===== config.mk =====
export PLATFORM = sky130hd
export DESIGN_NAME = stack_frame_sequencer
export DESIGN_NICKNAME = d
export VERILOG_FILES = /design/src/rtl/stack_frame_sequencer.sv
export SDC_FILE = /design/constraint.sdc
export NUM_CORES = 1
export LEC_CHECK = 0
export ABC_CLOCK_PERIOD_IN_PS = 1820
export BUFFER_PORTS_ARGS = -buffer_cell sky130_fd_sc_hd__buf_2
export CAP_MARGIN = 20
export CORE_ASPECT_RATIO = 0.75
export CORE_MARGIN = 3
export CORE_UTILIZATION = 45
export DETAILED_ROUTE_END_ITERATION = 6
export GPL_TIMING_DRIVEN = 0
export PLACE_DENSITY_LB_ADDON = 0.1
export SETUP_SLACK_MARGIN = 0.02
export SLEW_MARGIN = 5
export SYNTH_ARGS = -nofsm -noshare
export SYNTH_HDL_FRONTEND = slang
export SYNTH_SLANG_ARGS = --single-unit

===== constraint.sdc =====
create_clock -name clk -period 1.82 [get_ports clk]
set_input_delay 0.182 -clock clk [delete_from_list [all_inputs] [get_ports clk]]
set_output_delay 0.182 -clock clk [all_outputs]
set_load 0.02 [all_outputs]

===== src/rtl/stack_frame_sequencer.sv =====
// Stack frame sequencer: performs the memory pushes/pops for CALL, RET, INT
// and RTI, then commits the final SP (and PC/FLAGS where applicable) in a
// single COMMIT cycle. Shares the data-memory port through mem_grant.
module stack_frame_sequencer #(
  parameter int              DW         = 8,
  parameter int              FW         = 4,
  parameter logic [DW-1:0]   INT_VECTOR = 8'h01
) (
  input  logic          clk,
  input  logic          rst,
  input  logic          req_valid,
  input  logic [1:0]    req_op,
  output logic          req_ready,
  input  logic [DW-1:0] sp_in,
  input  logic          sp_not_ready,
  input  logic [DW-1:0] ret_pc,
  input  logic [FW-1:0] flags_in,
  input  logic          mem_grant,
  output logic [DW-1:0] mem_addr,
  output logic [DW-1:0] mem_wdata,
  output logic          mem_we,
  output logic          mem_re,
  input  logic [DW-1:0] mem_rdata,
  output logic          sp_we,
  output logic [DW-1:0] sp_wdata,
  output logic          pc_load,
  output logic [DW-1:0] pc_value,
  output logic          flags_load,
  output logic [FW-1:0] flags_value,
  output logic          busy,
  output logic          done
);

  typedef enum logic [1:0] {
    OP_CALL = 2'b00,
    OP_RET  = 2'b01,
    OP_INT  = 2'b10,
    OP_RTI  = 2'b11
  } op_e;

  typedef enum logic [2:0] {
    S_IDLE     = 3'd0,
    S_PUSH_PC  = 3'd1,
    S_PUSH_FL  = 3'd2,
    S_POP_REQ  = 3'd3,
    S_POP_WAIT = 3'd4,
    S_COMMIT   = 3'd5
  } state_e;

  state_e        state_q, state_d;
  op_e           op_q, op_d;
  logic [DW-1:0] sp_q, sp_d;
  logic [DW-1:0] pc_q, pc_d;
  logic [FW-1:0] flags_q, flags_d;
  // Set once the flags word of an RTI has been popped; the next pop is the PC.
  logic          second_q, second_d;
  // Last committed values, held on the outputs outside COMMIT.
  logic [DW-1:0] sp_wdata_q, sp_wdata_d;
  logic [DW-1:0] pc_value_q, pc_value_d;
  logic [FW-1:0] flags_value_q, flags_value_d;

  // State and operand registers; reset abandons any frame in flight.
  always_ff @(posedge clk) begin
    if (rst) begin
      state_q       <= S_IDLE;
      op_q          <= OP_CALL;
      sp_q          <= '0;
      pc_q          <= '0;
      flags_q       <= '0;
      second_q      <= 1'b0;
      sp_wdata_q    <= '0;
      pc_value_q    <= '0;
      flags_value_q <= '0;
    end else begin
      state_q       <= state_d;
      op_q          <= op_d;
      sp_q          <= sp_d;
      pc_q          <= pc_d;
      flags_q       <= flags_d;
      second_q      <= second_d;
      sp_wdata_q    <= sp_wdata_d;
      pc_value_q    <= pc_value_d;
      flags_value_q <= flags_value_d;
    end
  end

  // Next-state sequencing, memory strobes and commit outputs.
  always_comb begin
    state_d       = state_q;
    op_d          = op_q;
    sp_d          = sp_q;
    pc_d          = pc_q;
    flags_d       = flags_q;
    second_d      = second_q;
    sp_wdata_d    = sp_wdata_q;
    pc_value_d    = pc_value_q;
    flags_value_d = flags_value_q;

    req_ready   = 1'b0;
    mem_addr    = '0;
    mem_wdata   = '0;
    mem_we      = 1'b0;
    mem_re      = 1'b0;
    sp_we       = 1'b0;
    pc_load     = 1'b0;
    flags_load  = 1'b0;
    done        = 1'b0;
    sp_wdata    = sp_wdata_q;
    pc_value    = pc_value_q;
    flags_value = flags_value_q;
    busy        = (state_q != S_IDLE);

    case (state_q)
      S_IDLE: begin
        req_ready = ~sp_not_ready & ~rst;
        if (req_valid && req_ready) begin
          op_d     = op_e'(req_op);
          sp_d     = sp_in;
          pc_d     = ret_pc;
          flags_d  = flags_in;
          second_d = 1'b0;
          if ((op_e'(req_op) == OP_CALL) || (op_e'(req_op) == OP_INT)) begin
            state_d = S_PUSH_PC;
          end else begin
            state_d = S_POP_REQ;
          end
        end
      end

      S_PUSH_PC: begin
        // Address/data are driven while waiting so they stay stable under stall.
        mem_addr  = sp_q;
        mem_wdata = pc_q;
        if (mem_grant) begin
          mem_we  = 1'b1;
          sp_d    = sp_q - DW'(1);
          state_d = (op_q == OP_INT) ? S_PUSH_FL : S_COMMIT;
        end
      end

      S_PUSH_FL: begin
        mem_addr  = sp_q;
        mem_wdata = {{(DW-FW){1'b0}}, flags_q};
        if (mem_grant) begin
          mem_we  = 1'b1;
          sp_d    = sp_q - DW'(1);
          state_d = S_COMMIT;
        end
      end

      S_POP_REQ: begin
        // Pop pre-increments: the word lives one above the current SP.
        mem_addr = sp_q + DW'(1);
        if (mem_grant) begin
          mem_re  = 1'b1;
          sp_d    = sp_q + DW'(1);
          state_d = S_POP_WAIT;
        end
      end

      S_POP_WAIT: begin
        // RTI pops FLAGS first (pushed last by INT), then the return PC.
        if ((op_q == OP_RTI) && !second_q) begin
          flags_d  = mem_rdata[FW-1:0];
          second_d = 1'b1;
          state_d  = S_POP_REQ;
        end else begin
          pc_d    = mem_rdata;
          state_d = S_COMMIT;
        end
      end

      S_COMMIT: begin
        sp_we      = 1'b1;
        done       = 1'b1;
        sp_wdata   = sp_q;
        sp_wdata_d = sp_q;
        case (op_q)
          OP_RET, OP_RTI: begin
            pc_load    = 1'b1;
            pc_value   = pc_q;
            pc_value_d = pc_q;
          end
          OP_INT: begin
            pc_load    = 1'b1;
            pc_value   = INT_VECTOR;
            pc_value_d = INT_VECTOR;
          end
          default: begin
            // CALL target comes from the pipeline; PC is left alone.
          end
        endcase
        if (op_q == OP_RTI) begin
          flags_load    = 1'b1;
          flags_value   = flags_q;
          flags_value_d = flags_q;
        end
        state_d = S_IDLE;
      end

      default: begin
        state_d = S_IDLE;
      end
    endcase

    // A reset cycle drops any memory access and suppresses any commit.
    if (rst) begin
      mem_we     = 1'b0;
      mem_re     = 1'b0;
      sp_we      = 1'b0;
      pc_load    = 1'b0;
      flags_load = 1'b0;
      done       = 1'b0;
    end
  end

endmodule

## Word-level counts from Yosys, hierarchy flattened

Index checks and enable logic that the tools add are counted.

| storage, ports and cells | value |
|---|---|
| flip-flop bits (word level) | 46 |
| bits of input ports | 35 |
| output and inout port bits | 44 |

| operators by class | value |
|---|---|
| add/sub/neg operators | 2 |
| equality and inequality tests | 16 |
| muxes and demuxes | 42 |
| bitwise gates (word level) | 3 |
| reduce and logical (&&, ||, !) cells | 17 |

Operators with widths:

| kind | count |
|---|---|
| 8-bit case mux with 2 select lines | 4 |
| 8-bit 2-to-1 mux | 7 |
| 8-bit case mux with 3 select lines | 1 |
| 3-bit 2-to-1 mux | 6 |
| 1-bit 2-to-1 mux | 16 |
| 4-bit 2-to-1 mux | 4 |
| 3-bit case mux with 5 select lines | 1 |
| 2-bit inequality test (second input constant) | 6 |
| 8-bit by 1-bit adder with 8-bit output (second input constant) | 1 |
| 4-bit case mux with 2 select lines | 1 |
| 4-bit AND reduction | 2 |
| 8-bit by 1-bit subtractor with 8-bit output (second input constant) | 1 |
| 2-bit == test (second input constant) | 3 |
| 3-bit by 2-bit == test with 1-bit output (second input constant) | 2 |
| 3-bit == test (second input constant) | 2 |
| 3-bit AND reduction | 2 |
| 3-bit nonzero test | 2 |
| 2-bit OR reduction | 2 |
| 3-bit by 1-bit == test with 1-bit output (second input constant) | 1 |
| 3-bit logical NOT | 1 |
| 3-bit OR reduction | 1 |
| 2-bit by 1-bit == test with 1-bit output (second input constant) | 1 |
| 1-bit logical AND | 2 |
| 2-bit logical NOT | 1 |
| other kinds (9) | 10 |

## Depth between registers and ports, before layout

Gate-level depths: netlist of run 1.

| depth | value |
|---|---|
| word-level depth | 5 |
| mapped depth | 7 |
| gate-level depth less buffers | 6 |

## Worst setup path after synthesis of run 1

No wires, ideal clock.

| timing path | value |
|---|---|
| path type | register -> register |
| from | reg sp_q[0] |
| to | reg sp_q[6] |
| arrival | 1802 ps |
| data required time | 1729 ps |
| path slack | -73 ps |
| stages on the path, launching flop included | 8 |
| buffers on the path | 1 |
| clock period less this slack | 1893 ps |
| cell sequence | dfxtp_1 -> clkbuf_1 -> inv_1 -> ha_1 -> or4b_2 -> nor3_1 -> o21ai_0 -> a311oi_1 |

| between the ends | value |
|---|---|
| longest elaborated chain between the ends | 3 |

RTL lines:

| element | line | text |
|---|---|---|
| from (decl) | 52 | `logic [DW-1:0] sp_q, sp_d;` |
| from (signal assigned) | 77 | `sp_q <= sp_d;` |
| 8-bit by 1-bit adder with 8-bit output or 8-bit by 1-bit subtractor with 8-bit output (tied branches) | 156, 136, 146 |  |
| 8-bit 2-to-1 mux (on tied branches) | 154, 134, 144 |  |
| 8-bit case mux with 3 select lines (*) | 113 | `case (state_q)` |

Every way passes the cells marked *; elsewhere a longest branch is shown, timed or not. The select of a mux whose other input is x is not followed.
A chain may end at the register's enable or synchronous reset.

## Worst setup path in the final report of run 1

| timing path | value |
|---|---|
| from | reg state_q[1] |
| to | out mem_addr[4] |

| between the ends | value |
|---|---|
| longest elaborated chain between the ends | 3 |

RTL lines:

| element | line | text |
|---|---|---|
| from (decl) | 50 | `state_e state_q, state_d;` |
| from (signal assigned) | 75 | `state_q <= state_d;` |
| 3-bit by 2-bit == test with 1-bit output or 3-bit by 1-bit == test with 1-bit output (tied branches) | 113 |  |
| 2-bit OR reduction (no line) | n/a |  |
| 8-bit case mux with 2 select lines (*) | 113 |  |
| to (decl) | 19 | `output logic [DW-1:0] mem_addr,` |

Every way passes the cells marked *; elsewhere a longest branch is shown, timed or not.

==> flow_metrics.tcl, run 1 <==
set metrics [dict create \
    syn-num-nets 382 \
    clk_pin_slew_worst_paths_ps 90 \
    yosys.area_share.simple_pct 29.6 \
    syn_area_um2 2750 \
    grt_antenna_before_repair 0 \
    drt-wirelength-per-cell_um 19.4 \
    whs_path_depth 3 \
    path_max_fanout 6 \
    ff2ff_setup_slack_ps -50 \
    drive_gt1_share_pct 47.0 \
    synth_top_family_by_area "simple AND/OR/NAND/NOR gates" \
    violations "setup timing" \
    synth_edf_count 0 \
    worst_slack_ps -133 \
    clockRootBuffer "clkbuf_8" \
    cts_sinks 46 \
    skew_ps 6.14 \
    setup_violations 37 \
    synthMuxAreaShare_pct 4.46 \
    ys_seq_area_share_pct 33.5 \
    ioPinCount 79 \
    start_kind "flip-flop" \
    nNetsFinal 504 \
    async_flop_share_pct 0 \
    endpoint_kind "output port" \
    r2r-end "pc_q[5]$_SDFFE_PP0P_" \
    slew_viol_final 0 \
    insertion_delay_ps 300 \
    dieArea_um2 7100 \
    ys_ff_latch 46 \
    hpwl_um 6450 \
    hold_class "in -> reg" \
    critPathSlowestCell "dfxtp_2" \
    placed_cell_area_um2 3250 \
    p_int_uw 2120 \
    crit_path_cell_trace "buf_6, buf_12, nand3b_1, buf_6, o31ai_2, buf_4" \
    r2r-start "state_q[1]$_SDFFE_PP0P_" \
    rows 23 \
    synth_xor_area_share_pct 0.955 \
    port_buffers 78 \
    path_class "reg -> out" \
    syn_avg_cell_area_um2 7.98 \
    final_common_cell "buf_2" \
    hold_viol 0 \
    max_slew_margin_pct 60.6 \
    synth_fa_ha_area_share_pct 0.910 \
    tightest_slew_ps 591 \
    fill_cells 411 \
    period_needed_ps 1950 \
    die_w_um 96.3 \
    area.growth.synth_to_final_pct 53.3 \
    status "complete, but fails checks" \
    cts_made_buffers 5 \
    sw_frac_of_total_pct 39.2 \
    die_height_um 73.7 \
    grt_pass1_vias 2787 \
    vias_per_cell 6.29 \
    grt_util_all_layers_pct 26.3 \
    worstHoldEndpoint "op_q[0]$_SDFFE_PP0P_" \
    synth.distinct_cells 55 \
    vias 3414 \
    cts_tree "yes" \
    drtPass1Iterations 5 \
    coreArea_um2 5610 \
    clkPwrFrac_pct 18.4 \
    drv_cap 0 \
    ant_nets 0 \
    critPathArrivalTime_ps 1770 \
    grt_first_pass_wirelength_um 14400 \
    drt_wl_total_um 10500 \
    diodes 0 \
    fmax_ghz 0.512 \
    rsz0062_at_grt "true" \
    slowest_delay_ps 360 \
    drt-initial-drc-count 478 \
    peakVddDrop_v 0.000439 \
    setup-tns-final_ps -1540 \
    ys.flop_type "dfxtp_1" \
    syn_inst 345 \
    clockBufferDepth 2 \
    whs_ps 97.6 \
    drcViolationCount 0 \
    layout_common_cells "buf_2, buf_4, dfxtp_1, buf_6, nand2_1" \
    min_period_over_period_pct 107 \
    hold_buffers 0 \
    final_core_util_pct 75.2 \
    power_frac_seq_pct 34.9 \
    p_per_area_nw_per_um2 828 \
    cts_max_level 2 \
    grt-ovfl-total 0 \
    gp_congestion 0.860 \
    ys_warn_count 0 \
    pwr-share-comb_pct 46.7 \
    grt_max_degree 16 \
    synth_compound_area_share_pct 24.5 \
    rr_worst_depth 6 \
    place_ws_ps -318 \
    crit_path_frequent_cell "buf_6" \
    leakage_uw 0.00184 \
    p_sw_uw 1370 \
    postLayoutCellArea_um2 4220 \
    hold_start "req_op[0]" \
    start_util_pct 49.0 \
    critPathRequiredTime_ps 1640 \
]
==> logic make-up (layout without fill, tap and decap cells) <==
logic type	count (synthesis)	after routing
multiplexers	11	11
AND/OR/NAND/NOR	154	154
adder cells (fa/ha/maj)	2	2
XOR/XNOR	3	3
buffers and inverters	36	159
AO/OA/AOI/OAI	93	93
flip-flops	46	46
==> worst max-delay path by stage <==
stage | startpoint | to | depth (start not counted)
after floorplan | state_q[1]$_SDFFE_PP0P_ | pc_value_q[0]$_SDFF_PP0_ | 6
after global placement | state_q[1]$_SDFFE_PP0P_ | sp_q[3]$_SDFFE_PP0P_ | 5
after detailed placement | state_q[1]$_SDFFE_PP0P_ | sp_q[3]$_SDFFE_PP0P_ | 5
after CTS | state_q[1]$_SDFFE_PP0P_ | pc_value[1] | 5
after global routing | state_q[1]$_SDFFE_PP0P_ | mem_addr[4] | 6
final | state_q[1]$_SDFFE_PP0P_ | mem_addr[4] | 6
==> synthesized netlist by cell type, types with 3 or more instances <==
library cell	n	area (um^2)
a21oi_1	12	60.1
a22o_1	11	96.3
a22oi_1	6	45.0
a311oi_1	9	78.8
a31oi_1	6	37.5
and2_1	4	25.0
and3_1	5	31.3
buf_1	4	15.0
buf_2	3	15.0
buf_6	3	33.8
clkbuf_1	17	63.8
dfxtp_1	46	921
inv_1	7	26.3
mux2_2	10	113
nand2_1	32	120
nand2b_1	5	31.3
nand3_1	17	85.1
nand4_1	6	37.5
nor2_1	27	101
nor2b_1	27	169
nor3_1	10	50.1
nor4_1	4	25.0
o21a_1	4	30.0
o21ai_0	23	115
o31ai_1	4	30.0
==> critical path: cells and delay by family (launching register included) <==
family	cells	cell delay, ps
flip-flops	1	360
buffers and inverters	4	670
AO/OA/AOI/OAI	1	280
AND/OR/NAND/NOR	1	160
==> state kept, by name (all words and copies together) (netlist names) <==
name,flops
pc_q,8
pc_value_q,8
sp_q,8
sp_wdata_q,8
flags_q,4
flags_value_q,4
state_q,3
op_q,2
second_q,1
==> power by group through the flow <==
stage | Clock, uW | Sequential, uW | Combinational, uW
2_1_floorplan | 0 | 1150 | 761
3_3_place_gp | 0 | 1180 | 1030
3_5_place_dp | 0 | 1180 | 1040
4_1_cts | 644 | 1190 | 1310
5_1_grt | 692 | 1220 | 1720
6_report | 643 | 1220 | 1630
==> area by class of cell <==
type,count,area (um^2),share of cell area [%]
buffer,25,254,6.02
clock buffer,5,68.8,1.63
clock inverter,3,21.3,0.504
inverter,7,28.8,0.682
multi-input combinational,263,1910,45.4
sequential,46,946,22.4
tap,75,93.8,2.22
timing repair buffer,119,891,21.1
==> metrics by stage <==
step	total power, uW	instances
after CTS	3140	527
after detailed placement	2220	498
after global routing	3630	543
after floorplan	1910	345
after global placement	2210	498
final	3490	543
==> repair_timing <==
item | in CTS | in global routing
endpoints found under the hold margin | 0 | 0
resized for setup | 101 | 91
buffers inserted | 23 | 16
endpoints found under the setup margin | 63 | 62
cloned | 2 | 0
pin swaps | 10 | 29
==> routing by layer <==
layer	share of wire [%]	global-route usage, %	up-vias	wire [um]
li1	-	-	1504	-
met1	43	40.1	1579	4500
met2	42	37.2	290	4450
met3	13	6.65	41	1330
met4	2.5	5.13	0	265
met5	0	0	-	0
No activity file was read; power rests on OpenSTA's default activity.
==> inputs of run 2 (changes only) <==
--- a/config.mk
+++ b/config.mk
@@ -5,12 +5,12 @@
 export SDC_FILE = /design/constraint.sdc
 export NUM_CORES = 1
 export LEC_CHECK = 0
-export ABC_CLOCK_PERIOD_IN_PS = 1820
-export BUFFER_PORTS_ARGS = -buffer_cell sky130_fd_sc_hd__buf_2
+export ABC_CLOCK_PERIOD_IN_PS = 1900
+export BUFFER_PORTS_ARGS = -buffer_cell sky130_fd_sc_hd__buf_4
 export CAP_MARGIN = 20
 export CORE_ASPECT_RATIO = 0.75
 export CORE_MARGIN = 3
-export CORE_UTILIZATION = 45
+export CORE_UTILIZATION = 52
 export DETAILED_ROUTE_END_ITERATION = 6
 export GPL_TIMING_DRIVEN = 0
 export PLACE_DENSITY_LB_ADDON = 0.1
==> constraint.sdc (replaced) <==
create_clock -name clk -period 1.9 [get_ports clk]
set_input_delay 0.19 -clock clk [delete_from_list [all_inputs] [get_ports clk]]
set_output_delay 0.19 -clock clk [all_outputs]
set_load 0.02 [all_outputs]
==> run 2 against run 1 <==
Effect of this change: the run still ends with setup timing left; non-clock buffer count down 23; count of clock-buffer cells in the layout up 1; clock skew down 1.1 ps; global-route usage up 2.7 points; clock power about the same; first-iteration DRC count down 28%; die area down 13%.
==> flow_metrics.tcl, run 2 (synthesis results as in run 1) <==
set metrics [dict create \
    insertion_delay_ps 310 \
    endpoint_kind "output port" \
    grt.busiest_layer "met2" \
    area.growth.synth_to_final_pct 44.3 \
    peakVddDrop_v 0.000445 \
    place_ws_ps -256 \
    cts_made_buffers 5 \
    drt-initial-drc-count 346 \
    drcViolationCount 0 \
    hpwl_um 6420 \
    status "complete, but fails checks" \
    hold_class "in -> reg" \
    ioPinCount 79 \
    drv_cap 0 \
    grt_antenna_before_repair 0 \
    min_period_over_period_pct 100 \
    worst_slack_ps -5.75 \
    hold_viol 0 \
    crit_path_cell_trace "buf_6, buf_4, xnor2_4, nor2_4, o21ai_1, o21ai_0, buf_4" \
    period_needed_ps 1910 \
    grt_util_all_layers_pct 29.0 \
    crit_path_frequent_cell "buf_4" \
    nNetsFinal 482 \
    grt_max_degree 15 \
    dieArea_um2 6210 \
    drt-wirelength-per-cell_um 18.4 \
    critPathRequiredTime_ps 1710 \
    drt_wl_total_um 9530 \
    slowest_delay_ps 330 \
    port_buffers 78 \
    slew_viol_final 0 \
    grt_pass1_vias 2690 \
    dp.cells 495 \
    cts_tree "yes" \
    die_w_um 90.0 \
    drive_gt1_share_pct 39.5 \
    stdcell_count 518 \
    skew_ps 5.03 \
    cts_max_level 2 \
    clk_pin_slew_worst_paths_ps 90 \
    path_class "reg -> out" \
    tightest_slew_ps 612 \
    vias_per_cell 6.23 \
    grt_use_met1_pct 42.3 \
    path_max_fanout 9 \
    start_kind "flip-flop" \
    drtPass1Iterations 5 \
    p_per_area_nw_per_um2 789 \
    vias 3225 \
    fmax_ghz 0.525 \
    start_util_pct 54.9 \
    final_common_cell "buf_4" \
    critPathArrivalTime_ps 1720 \
    worstSetupStartpoint "state_q[0]$_SDFFE_PP0P_" \
    grt_use_met2_pct 42.8 \
    setup_violations 2 \
    cts_sinks 46 \
    layout_common_cells "buf_4, dfxtp_1, nand2_1, nor2b_1, nor2_1" \
    violations "setup timing" \
    clockRootBuffer "clkbuf_8" \
    critPathSlowestCell "dfxtp_2" \
    grt-ovfl-total 0 \
    leakage_uw 0.00168 \
    ant_nets 0 \
    hold_start "req_op[0]" \
    diodes 0 \
    max_slew_margin_pct 59.2 \
    r2r-start "state_q[0]$_SDFFE_PP0P_" \
    met3_usage_pct 6.62 \
    final_core_util_pct 79.3 \
    clockBufferDepth 2 \
    coreArea_um2 5010 \
    die_height_um 69.0 \
    gp_congestion 0.919 \
    grt_first_pass_wirelength_um 14200 \
    rows 22 \
    rsz0062_at_grt "true" \
]
## run 2: cell types whose count changed in the layout (fill, tap and decap cells not counted), moves of 3 or more
cell / change
clkbuf_4: +3
dfxtp_4: -3
nand2_1: +6
nand2_2: -5
buf_2: -47
buf_4: +43
buf_6: -16
nor2_1: +3
o21ai_0: +3
## run 2: worst paths after layout
| check | to | slack, ps | cells past startpoint |
|---|---|---|---|
| max | mem_addr[3] | -6 | 7 |
| min | op_q[0]$_SDFFE_PP0P_ | 90 | 3 |
| max reg2reg | sp_q[3]$_SDFFE_PP0P_ | 80 | 7 |
| min reg2reg | pc_q[0]$_SDFFE_PP0P_ | 520 | 2 |
## run 2: layout make-up
| class | instances | area, um^2 |
|---|---|---|
| Inverter | 7 | 28.8 |
| Clock inverter | 2 | 12.5 |
| Multi-Input combinational cell | 264 | 1840 |
| Buffer | 25 | 221 |
| Timing Repair Buffer | 96 | 756 |
| Fill cell | 344 | 1040 |
| Sequential cell | 46 | 936 |
| Clock buffer | 6 | 82.6 |
| Tap cell | 72 | 90.1 |
## run 2: per-stage QoR
step	total power [uW]	TNS, ps	hold slack (ps)	instance area, um^2
floorplan	1820	0	299	2750
global placement	2140	-2080	399	3430
finish	3130	-7.19	87.4	3970
CTS	2930	0	88.0	3750
detailed placement	2160	-2520	403	3430
global route	3250	-304	133	3970
## run 2: repair_timing
| action | CTS | global route |
|---|---|---|
| gates cloned | 1 | 1 |
| setup buffers | 8 | 9 |
| hold buffers | 0 | 0 |
| setup endpoints to repair | 56 | 48 |
| gates resized for setup | 54 | 57 |
| pin swaps | 4 | 13 |
## run 2: where the power goes
group          leakage, uW  switching, uW  internal (uW)
Combinational      0.00126            749            592
Sequential        0.000377            106           1040
Clock            0.0000472            350            293
Total              0.00168           1210           1930
## run 2: layer usage
metal / up-vias / part of all wire, %
li1: 1463 / -
met1: 1488 / 42
met2: 227 / 42
met3: 47 / 13
met4: 0 / 3.2
met5: - / 0
## run 2: worst max-delay path: cells and delay by family (launching register included)
kind / cells / cell delay, ps
buffers and inverters: 3 / 450
flip-flops: 1 / 330
XOR/XNOR: 1 / 280
AO/OA/AOI/OAI: 2 / 250
AND/OR/NAND/NOR: 1 / 90
==> inputs of run 3 (changes only) <==
--- a/config.mk
+++ b/config.mk
@@ -14,6 +14,7 @@
 export DETAILED_ROUTE_END_ITERATION = 6
 export GPL_TIMING_DRIVEN = 0
 export PLACE_DENSITY_LB_ADDON = 0.1
+export REMOVE_ABC_BUFFERS = 1
 export SETUP_SLACK_MARGIN = 0.02
 export SLEW_MARGIN = 5
 export SYNTH_ARGS = -nofsm -noshare
==> run 3 against run 2 <==
Effect of this change: the run still ends with setup timing left; total power fell by 5.7%; critical path depth shrank 3; sequential power increased by 6%.
==> flow_metrics.tcl, run 3 (synthesis results as in run 1) <==
set metrics [dict create \
    status "complete, but fails checks" \
    violations "setup timing" \
    area.growth.synth_to_final_pct 38.6 \
    tightest_slew_ps 726 \
    insertion_delay_ps 300 \
    placed_cell_area_um2 3310 \
    grt.busiest_layer "met2" \
    ant_nets 0 \
    critPathRequiredTime_ps 1710 \
    die_w_um 90.0 \
    start_util_pct 54.9 \
    cts_max_level 2 \
    leakage_uw 0.00162 \
    drtPass1Iterations 5 \
    rsz0062_at_grt "true" \
    cts_made_buffers 5 \
    min_period_over_period_pct 100 \
    grt_antenna_before_repair 0 \
    drcViolationCount 0 \
    fill_cells 374 \
    drive_gt1_share_pct 37.2 \
    drt_wl_total_um 8370 \
    hold_buffers 0 \
    slew_viol_final 0 \
    grt_use_met1_pct 35.1 \
    gp_congestion 0.903 \
    path_max_fanout 14 \
    grt_pass1_vias 2543 \
    postLayoutCellArea_um2 3810 \
    clockRootBuffer "clkbuf_8" \
    drv_cap 0 \
    die_height_um 69.0 \
    drt-initial-drc-count 169 \
    met3_usage_pct 5.97 \
    peakVddDrop_v 0.000500 \
    place_ws_ps -807 \
    stdcell_count 499 \
    grt_first_pass_wirelength_um 12800 \
    rows 22 \
    vias_per_cell 6.01 \
    start_kind "flip-flop" \
    endpoint_kind "output port" \
    period_needed_ps 1900 \
    critPathArrivalTime_ps 1710 \
    clk_pin_slew_worst_paths_ps 90 \
    hold_class "in -> reg" \
    grt_util_all_layers_pct 25.6 \
    hold_viol 0 \
    drt-wirelength-per-cell_um 16.8 \
    dp.cells 467 \
    skew_ps 5.14 \
    layout_common_cells "buf_4, dfxtp_1, nand2_1, nor2b_1, nor2_1" \
    coreArea_um2 5010 \
    ioPinCount 79 \
    grt-ovfl-total 0 \
    diodes 0 \
    hpwl_um 5230 \
    max_slew_margin_pct 51.6 \
    final_common_cell "buf_4" \
    cts_sinks 46 \
    grt_max_degree 52 \
    setup_violations 2 \
    p_per_area_nw_per_um2 776 \
    nNetsFinal 463 \
    clockBufferDepth 2 \
    dieArea_um2 6210 \
    path_class "reg -> out" \
    port_buffers 78 \
    fmax_ghz 0.525 \
    grt_use_met2_pct 42.1 \
    ff2ff_setup_slack_ps 30 \
    worst_slack_ps -4.45 \
    vias 2997 \
    cts_tree "yes" \
]
-- run 3: cell types whose count changed in the layout (fill, tap and decap cells not counted), moves of 3 or more --
| cell | change |
|---|---|
| buf_6 | -6 |
| dfxtp_4 | +4 |
| o21ai_1 | -3 |
| clkbuf_4 | -4 |
| clkbuf_1 | -4 |
| o21ai_0 | +4 |
| dfxtp_1 | -3 |
-- run 3: where the power goes --
part	switching [uW]	internal, uW	leakage (uW)
clock network	336	334	0.0000544
registers	168	1050	0.000380
logic	583	486	0.00118
total	1090	1870	0.00162
-- run 3: per-layer routing --
layer / part of all wire, % / wire [um]
met1: 44 / 3720
met2: 46 / 3840
met3: 8.8 / 735
met4: 0.92 / 77
met5: 0 / 0
-- run 3: worst max-delay path, cell delays in order (launching register included) --
cell	delay (ps)
dfxtp_4	420
nand3b_1	270
or2_4	350
a22o_1	230
buf_6	140
-- run 3: final timing paths --
| kind | from | end | cells past startpoint |
|---|---|---|---|
| min reg2reg | pc_q[7]$_SDFFE_PP0P_ | pc_q[7]$_SDFFE_PP0P_ | 2 |
| max | state_q[1]$_SDFFE_PP0P_ | pc_value[5] | 4 |
| max reg2reg | state_q[2]$_SDFFE_PP0P_ | sp_q[3]$_SDFFE_PP0P_ | 5 |
| min | req_op[0] | op_q[0]$_SDFFE_PP0P_ | 3 |
-- run 3: cell type report --
type | count | area [um^2] | area share, %
sequential | 46 | 950 | 24.9
tap | 72 | 90.1 | 2.36
clock buffer | 7 | 96.3 | 2.53
inverter | 7 | 26.3 | 0.689
multi-input combinational | 263 | 1770 | 46.4
clock inverter | 1 | 8.76 | 0.230
timing repair buffer | 103 | 872 | 22.9
-- run 3: per-stage QoR --
step | power [uW] | hold WS, ps | util, % | TNS (ps)
after floorplan | 1750 | 258 | - | -14690
after global routing | 3090 | 139 | 76.1 | -974
final | 2960 | 113 | 76.1 | -7.66
after CTS | 2860 | 116 | 72.7 | 0
after global placement | 2040 | 400 | 65.6 | -52960
after detailed placement | 2080 | 427 | 66.1 | -33330
-- run 3: what timing repair did --
action,in CTS,in global routing
setup endpoints to repair,90,51
resized for setup,27,31
buffers inserted,14,9
pin swaps,3,6
gates cloned,1,0
